==> config.mk <==
export PLATFORM = sky130hd
export DESIGN_NAME = jt12_presc_if
export DESIGN_NICKNAME = d
export VERILOG_FILES = /design/src/rtl/jt12_presc_if.sv
export SDC_FILE = /design/constraint.sdc
export NUM_CORES = 1
export LEC_CHECK = 0
export CORE_ASPECT_RATIO = 1.4
export CORE_MARGIN = 5
export CORE_UTILIZATION = 35
export CTS_CLUSTER_SIZE = 30
export DETAILED_ROUTE_END_ITERATION = 8
export DONT_BUFFER_PORTS = 1
export GPL_ROUTABILITY_DRIVEN = 0
export PLACE_DENSITY_LB_ADDON = 0.05
export SLEW_MARGIN = 20
export SYNTH_ARGS = -nofsm -noshare
export SYNTH_HDL_FRONTEND = slang
export SYNTH_SLANG_ARGS = --single-unit
==> constraint.sdc <==
create_clock -name clk -period 3.3 [get_ports clk]
set_clock_uncertainty 0.2 [all_clocks]
set_input_delay 0.33 -clock clk [delete_from_list [all_inputs] [get_ports clk]]
set_output_delay 0.33 -clock clk [all_outputs]
set_load 0.005 [all_outputs]
==> src/rtl/jt12_presc_if.sv <==
// jt12_presc_if: CPU write interface decoding prescaler selects, forwarding register writes and modelling busy.
// Optional JT12_PRESC_SYNC_EN adds a 2-flop input synchroniser for asynchronous CPU buses.
module jt12_presc_if #(
  parameter int BUSY_CYCLES = 32
) (
  input  logic       clk,
  input  logic       rst_n,
  input  logic       cs_n,
  input  logic       wr_n,
  input  logic [1:0] addr,
  input  logic [7:0] din,
  output logic [7:0] dout,
  output logic       busy,
  output logic       set_n6,
  output logic       set_n3,
  output logic       set_n2,
  output logic [8:0] reg_addr,
  output logic [7:0] reg_din,
  output logic       reg_wr
);
  localparam logic [11:0] BUS_IDLE = 12'hC00;
  logic [11:0] bus_in, bus_q;
  logic        strobe, strobe_prev, ev, accept, addr_ev, part;
  logic [7:0]  cnt, cnt_nxt, addr_lat;
  logic [2:0]  set_q, set_nxt;
  assign bus_in = {cs_n, wr_n, addr, din};
`ifdef JT12_PRESC_SYNC_EN
  logic [11:0] sync1, sync2;
  always_ff @(posedge clk or negedge rst_n)
    if (!rst_n) begin
      sync1 <= BUS_IDLE;
      sync2 <= BUS_IDLE;
      bus_q <= BUS_IDLE;
    end else begin
      sync1 <= bus_in;
      sync2 <= sync1;
      bus_q <= sync2;
    end
`else
  always_ff @(posedge clk or negedge rst_n)
    if (!rst_n) bus_q <= BUS_IDLE;
    else bus_q <= bus_in;
`endif
  assign strobe  = ~bus_q[11] & ~bus_q[10];
  assign ev      = strobe & ~strobe_prev;
  assign accept  = ev & bus_q[8] & ~busy;
  assign addr_ev = ev & ~bus_q[8];
  // set_q is {n6, n3, n2}; only part-0 writes to 0x2D..0x2F move it
  always_comb begin
    cnt_nxt = accept ? 8'(BUSY_CYCLES) : cnt - {7'd0, |cnt};
    set_nxt = (!accept || part) ? set_q :
              addr_lat == 8'h2D ? 3'b100 :
              addr_lat == 8'h2E ? 3'b010 :
              addr_lat == 8'h2F ? 3'b001 : set_q;
  end
  always_ff @(posedge clk or negedge rst_n)
    if (!rst_n) begin
      strobe_prev <= 1'b0;
      cnt         <= 8'd0;
      busy        <= 1'b0;
      reg_wr      <= 1'b0;
      reg_addr    <= 9'd0;
      reg_din     <= 8'd0;
      addr_lat    <= 8'd0;
      part        <= 1'b0;
      set_q       <= 3'b100;
    end else begin
      strobe_prev <= strobe;
      cnt         <= cnt_nxt;
      busy        <= cnt_nxt != 8'd0;
      reg_wr      <= accept;
      set_q       <= set_nxt;
      if (addr_ev) begin
        addr_lat <= bus_q[7:0];
        part     <= bus_q[9];
      end
      if (accept) begin
        reg_addr <= {part, addr_lat};
        reg_din  <= bus_q[7:0];
      end
    end
  assign {set_n6, set_n3, set_n2} = set_q;
  assign dout = {busy, 7'd0};
endmodule

## Word-level counts from Yosys, hierarchy flattened

Cells that the tools add are included.

- Register bits: 52
- Bits in latches: 0
- Memory bits (writable): 0
- Bits in read-only memories: 0
- Bits of input ports: 14
- Output and inout bits: 30
- Logic and storage cells: 35
- Memories: 0

- $add $sub $neg: 1
- Multiply operators: 0
- Div/mod/pow operators: 0
- $lt $le $gt $ge: 0
- Eq/ne operators: 3
- Shifts and indexed selects: 0
- Mux-type cells: 4
- Bitwise gates (word level): 11
- Reduce and logical (&&, ||, !) cells: 6

Operator list:

| operator | count |
|---|---|
| $eq A8 B6 Y1 const B | 3 |
| $mux W3 | 3 |
| $mux W8 | 1 |
| $reduce_bool A8 Y1 | 1 |
| $reduce_or A8 Y1 | 1 |
| $sub A8 B1 Y8 | 1 |
| $not A1 Y1 | 6 |
| $and A1 B1 Y1 | 5 |
| $reduce_bool A3 Y1 | 1 |
| $reduce_and A2 Y1 | 1 |
| $logic_not A1 Y1 | 1 |
| $logic_or A1 B1 Y1 | 1 |

## Longest topological paths before layout

- Depth in word-level cells: 9
- Gate-level depth with buffers: 10
- Gate-level depth less buffers: 9

## Least setup slack after synthesis

No wires, ideal clock.

- Path kind: flip-flop to flip-flop
- From: register cnt[2]
- To: register busy
- Library setup time: 0.141 ns
- Data arrival time: 1.893 ns
- Data required time: 2.959 ns
- Setup slack: 1.066 ns
- Stages on the path, launching flop included: 10
- Path buffers: 1
- Period minus slack after synthesis: 2.234 ns
- Cells stage by stage: dfrtp_1 buf_6 or3_4 nor3_1 nand2_1 ha_1 ha_1 nor3b_1 xnor2_1 o2111ai_1

- Word-level cells in the longest chain between the ends: 4

RTL lines:

| what | line | RTL |
|---|---|---|
| from (decl) | 24 | `logic [7:0] cnt, cnt_nxt, addr_lat;` |
| from (signal assigned) | 69 | `cnt <= cnt_nxt;` |
| $reduce_or A8 Y1 | 50 | `cnt_nxt = accept ? 8'(BUSY_CYCLES) : cnt - {7'd0, \|cnt};` |
| $sub A8 B1 Y8 (*) | 50 |  |
| $mux W8 (*) | 50 |  |
| $reduce_bool A8 Y1 (*) | 70 | `busy <= cnt_nxt != 8'd0;` |
| to (signal assigned) | 60 | `busy <= 1'b0;` |
| to (signal assigned) | 70 |  |
| to (decl) | 13 | `output logic busy,` |

Mark *: on every way between the ends. The rest lies on a longest branch, timed or not.
A chain may end at the register's enable or synchronous reset.

## Final worst setup path

Ends and elaborated chain as after synthesis.

==> run_results.csv <==
group,metric,value,unit
synth,synth_edf_count,0,
final_layout,n_antenna_cell,0,
timing,finalHoldViolCount,0,
worst_setup_path,worst_setup_path_end_kind,"flop",
pwr,p_int,1.076,mW
floorplan,floorplan.initialDensity,36.40,%
clock_tree,cts_tree,"done",
global_routing,antenna_found_initial,0,
synth,syn_avg_cell_area,11.19,um2
clock_tree,worstSkewPairLatency,0.30,ns
detailed_routing,ant_nets,0,
timing,max_freq,411.4,MHz
detailed_routing,wire_per_inst,14.15,um
clock_tree,cts_num_sinks,52,
pwr,switching_share,29.50,%
worst_setup_path,path_delay_family,"simple AND/OR/NAND/NOR gates",
synth,synth_top_area_share,60.53,%
synth,syn_area,2026,um2
worst_setup_path,cpMostUsedCell,"ha_1",
pwr,ir_drop,0.2789,mV
worst_setup_path,start_kind,"flop",
floorplan,core_area,5565,um2
timing,fin_crit_sh,73.66,%
floorplan,dieArea,7431,um2
hold_path,hold_class,"reg -> reg",
worst_setup_path,critical_path.max_fanout,7,
worst_setup_path,crit_type,"reg -> reg",
outcome,outcome,"finished, final reports clean",
timing,slew-limit-headroom,53.10,%
timing,slew_violations,0,
clock_tree,post_cts_resized,0,
pwr,p_switching,450.2,uW
worst_setup_path,worstPathArrival,2.40,ns
detailed_routing,first_pass_iters,4,
final_layout,nNetsFinal,211,
place,pre_cts_ws,0.8695,ns
floorplan,die_w,74.30,um
worst_setup_path,path_buf_inv,0,
pwr,clkPwrFrac,23.9,%
global_routing,grt_pass1_wl,6313,um
detailed_routing,via_per_inst,4.648,
global_routing,overflow,0,
synth,yosysSeqAreaShare,64.42,%
synth,ys_seq_elements,52,
pwr,seqPwrFrac,57.3,%
final_layout,fin_area,2285,um2
floorplan,rows,32,
detailed_routing,vias,1227,
timing,tns,0,ns
clock_tree,htree_levels,2,
pwr,power_density,667.9,nW/um2
clock_tree,clockRootBuffer,"clkbuf_8",
clock_tree,clk_pin_slew,0.09,ns
pwr,total_power,1.526,mW
final_layout,drive_gt1_share,11.73,%
final_layout,nFillCells,552,
synth,synthFlopType,"dfrtp_1",
floorplan,die_y,100.0,um
detailed_routing,drt-initial-drc-count,28,
final_layout,synthToLayoutAreaGrowth,12.79,%
synth,synthTopCellsByArea,"dfrtp_1 61%, nand2_1 10%, mux2_2 4.4%",
pwr,pwr-share-comb,18.9,%
worst_setup_path,worstPathCellList,"or3_4, nor3_1, nand2_1, ha_1, ha_1, nor3b_1, xnor2_1, o2111ai_1",
timing,setup_slack,0.8694,ns
detailed_routing,drc,0,
timing,fin_crit,2.431,ns
floorplan,io_pins,44,
place,portBuffers,0,
global_routing,grt_start_max_net_pins,53,
run,drv_cap,0,
worst_setup_path,crit_slowest_cell,"dfrtp_1",
place,place_area,2033,um2
timing,setup_violations,0,
clock_tree,cts-buffers-inserted,5,
global_routing,grt_usage,11.21,%
detailed_routing,finalWirelength,3735,um
timing,worstMarginPinSlew,0.7035,ns
synth,ys_warn_count,0,
worst_setup_path,max_stage_delay,0.47,ns
place,hpwl,2590,um
clock_tree,ctsLongestPathBuffers,2,
timing,rsz0062_at_grt,"false",
synth,synth_cell_types,33,
pwr,leakagePower,1.068,nW
final_layout,finish.utilization,41.05,%
synth,syn_inst,181,
worst_setup_path,cp.required,3.27,ns
global_routing,grt_pass1_vias,1228,
synth,postSynth.asyncResetShare,100.0,%
synth,synth_largest_area_cell,"dfrtp_1",
## layer usage
| layer | global-route usage, % | vias up | routed length, um |
|---|---|---|---|
| met5 | 0 | - | 0 |
| met4 | 4.110 | 0 | 51 |
| met3 | 4.208 | 6 | 260 |
| met2 | 18.51 | 29 | 1924 |
| met1 | 13.14 | 603 | 1498 |
| li1 | - | 589 | - |
## cell usage in the layout, fill, tap and decap left out, types with 2 or more instances in the layout
cell	instances
a21oi_1	2
clkbuf_8	6
conb_1	7
dfrtp_1	49
dfstp_2	3
dlygate4sd3_1	13
ha_1	2
inv_1	5
mux2_2	8
nand2_1	56
nand2b_1	2
nor2_1	11
nor3_1	3
o21ai_0	4
or3_1	2
xnor2_1	4
## worst reg2reg max path, cell delays in order, from the launching register on
cell and delay, ns:
dfrtp_1 0.47, or3_4 0.43, nor3_1 0.18, nand2_1 0.08
ha_1 0.20, ha_1 0.26, nor3b_1 0.18, xnor2_1 0.18
o2111ai_1 0.12
## power by group through the flow
stage / clock network [mW] / logic (mW) / registers, mW
6_report: 0.364 / 0.288 / 0.874
5_1_grt: 0.407 / 0.347 / 0.895
4_1_cts: 0.383 / 0.298 / 0.880
3_5_place_dp: 0 / 0.266 / 0.892
3_3_place_gp: 0 / 0.261 / 0.889
2_1_floorplan: 0 / 0.255 / 0.846
## layout make-up
class | count | area (um2) | share of cell area (%)
tap | 68 | 85.08 | 3.724
inverter | 6 | 22.52 | 0.9858
clock buffer | 7 | 86.33 | 3.779
multi-input combinational | 116 | 620.6 | 27.16
clock inverter | 1 | 7.507 | 0.3286
sequential | 52 | 1305 | 57.12
timing repair buffer | 14 | 157.7 | 6.900
## worst paths after layout
path                                          end  cells after the start               start  slack (ns)
hold / removal             reg_din[6]$_DFFE_PN0P_                      2  bus_q[6]$_DFF_PN0_        0.28
hold reg to reg            reg_din[6]$_DFFE_PN0P_                      2  bus_q[6]$_DFF_PN0_        0.28
max in group asynchronous     bus_q[11]$_DFF_PN1_                      2               rst_n        2.26
setup / recovery                   busy$_DFF_PN0_                      8    cnt[2]$_DFF_PN0_        0.87
min in group asynchronous        cnt[1]$_DFF_PN0_                      2               rst_n        0.36
setup reg to reg                   busy$_DFF_PN0_                      8    cnt[2]$_DFF_PN0_        0.87
## cell usage after synthesis, drive strengths merged (2+ instances only)
library cell	count
dfstp	3
nand2	56
nor4	2
o21ai	4
nor3	3
a21oi	2
nand2b	2
mux2	8
or3	3
dfrtp	49
ha	2
buf	13
inv	6
nor2	12
xnor2	4
## what timing repair did
item / in CTS / in global routing
hold endpoints to repair: 64 / 0
setup buffers: 0 / 0
hold buffers: 14 / 0
## cell families (layout without fill, tap and decap cells)
logic type / count (synthesis) / count (layout) / share of synthesized area, %
AO/OA/AOI/OAI: 9 / 9 / 2.718
buffers and inverters: 19 / 28 / 6.053
other: 1 / 7 / 0.1851
XOR/XNOR: 5 / 5 / 2.162
adder cells (fa/ha/maj): 2 / 2 / 1.235
multiplexers: 8 / 8 / 4.447
flip-flops: 52 / 52 / 64.42
AND/OR/NAND/NOR: 85 / 85 / 18.78
## sequential cells by signal (all words and copies together), names as in the netlist
register,cells
set_q,3
strobe_prev,1
reg_wr,1
busy,1
cnt,8
reg_addr,9
bus_q,12
addr_lat,8
part,1
reg_din,8
## through the flow
step | hold WS [ns] | cells
final | 0.2775 | 264
after global placement | -0.1633 | 242
after floorplan | -0.1656 | 187
after detailed placement | -0.1632 | 242
after CTS | 0.2828 | 264
after global routing | 0.2881 | 264
(Power assumes the default switching activity.)
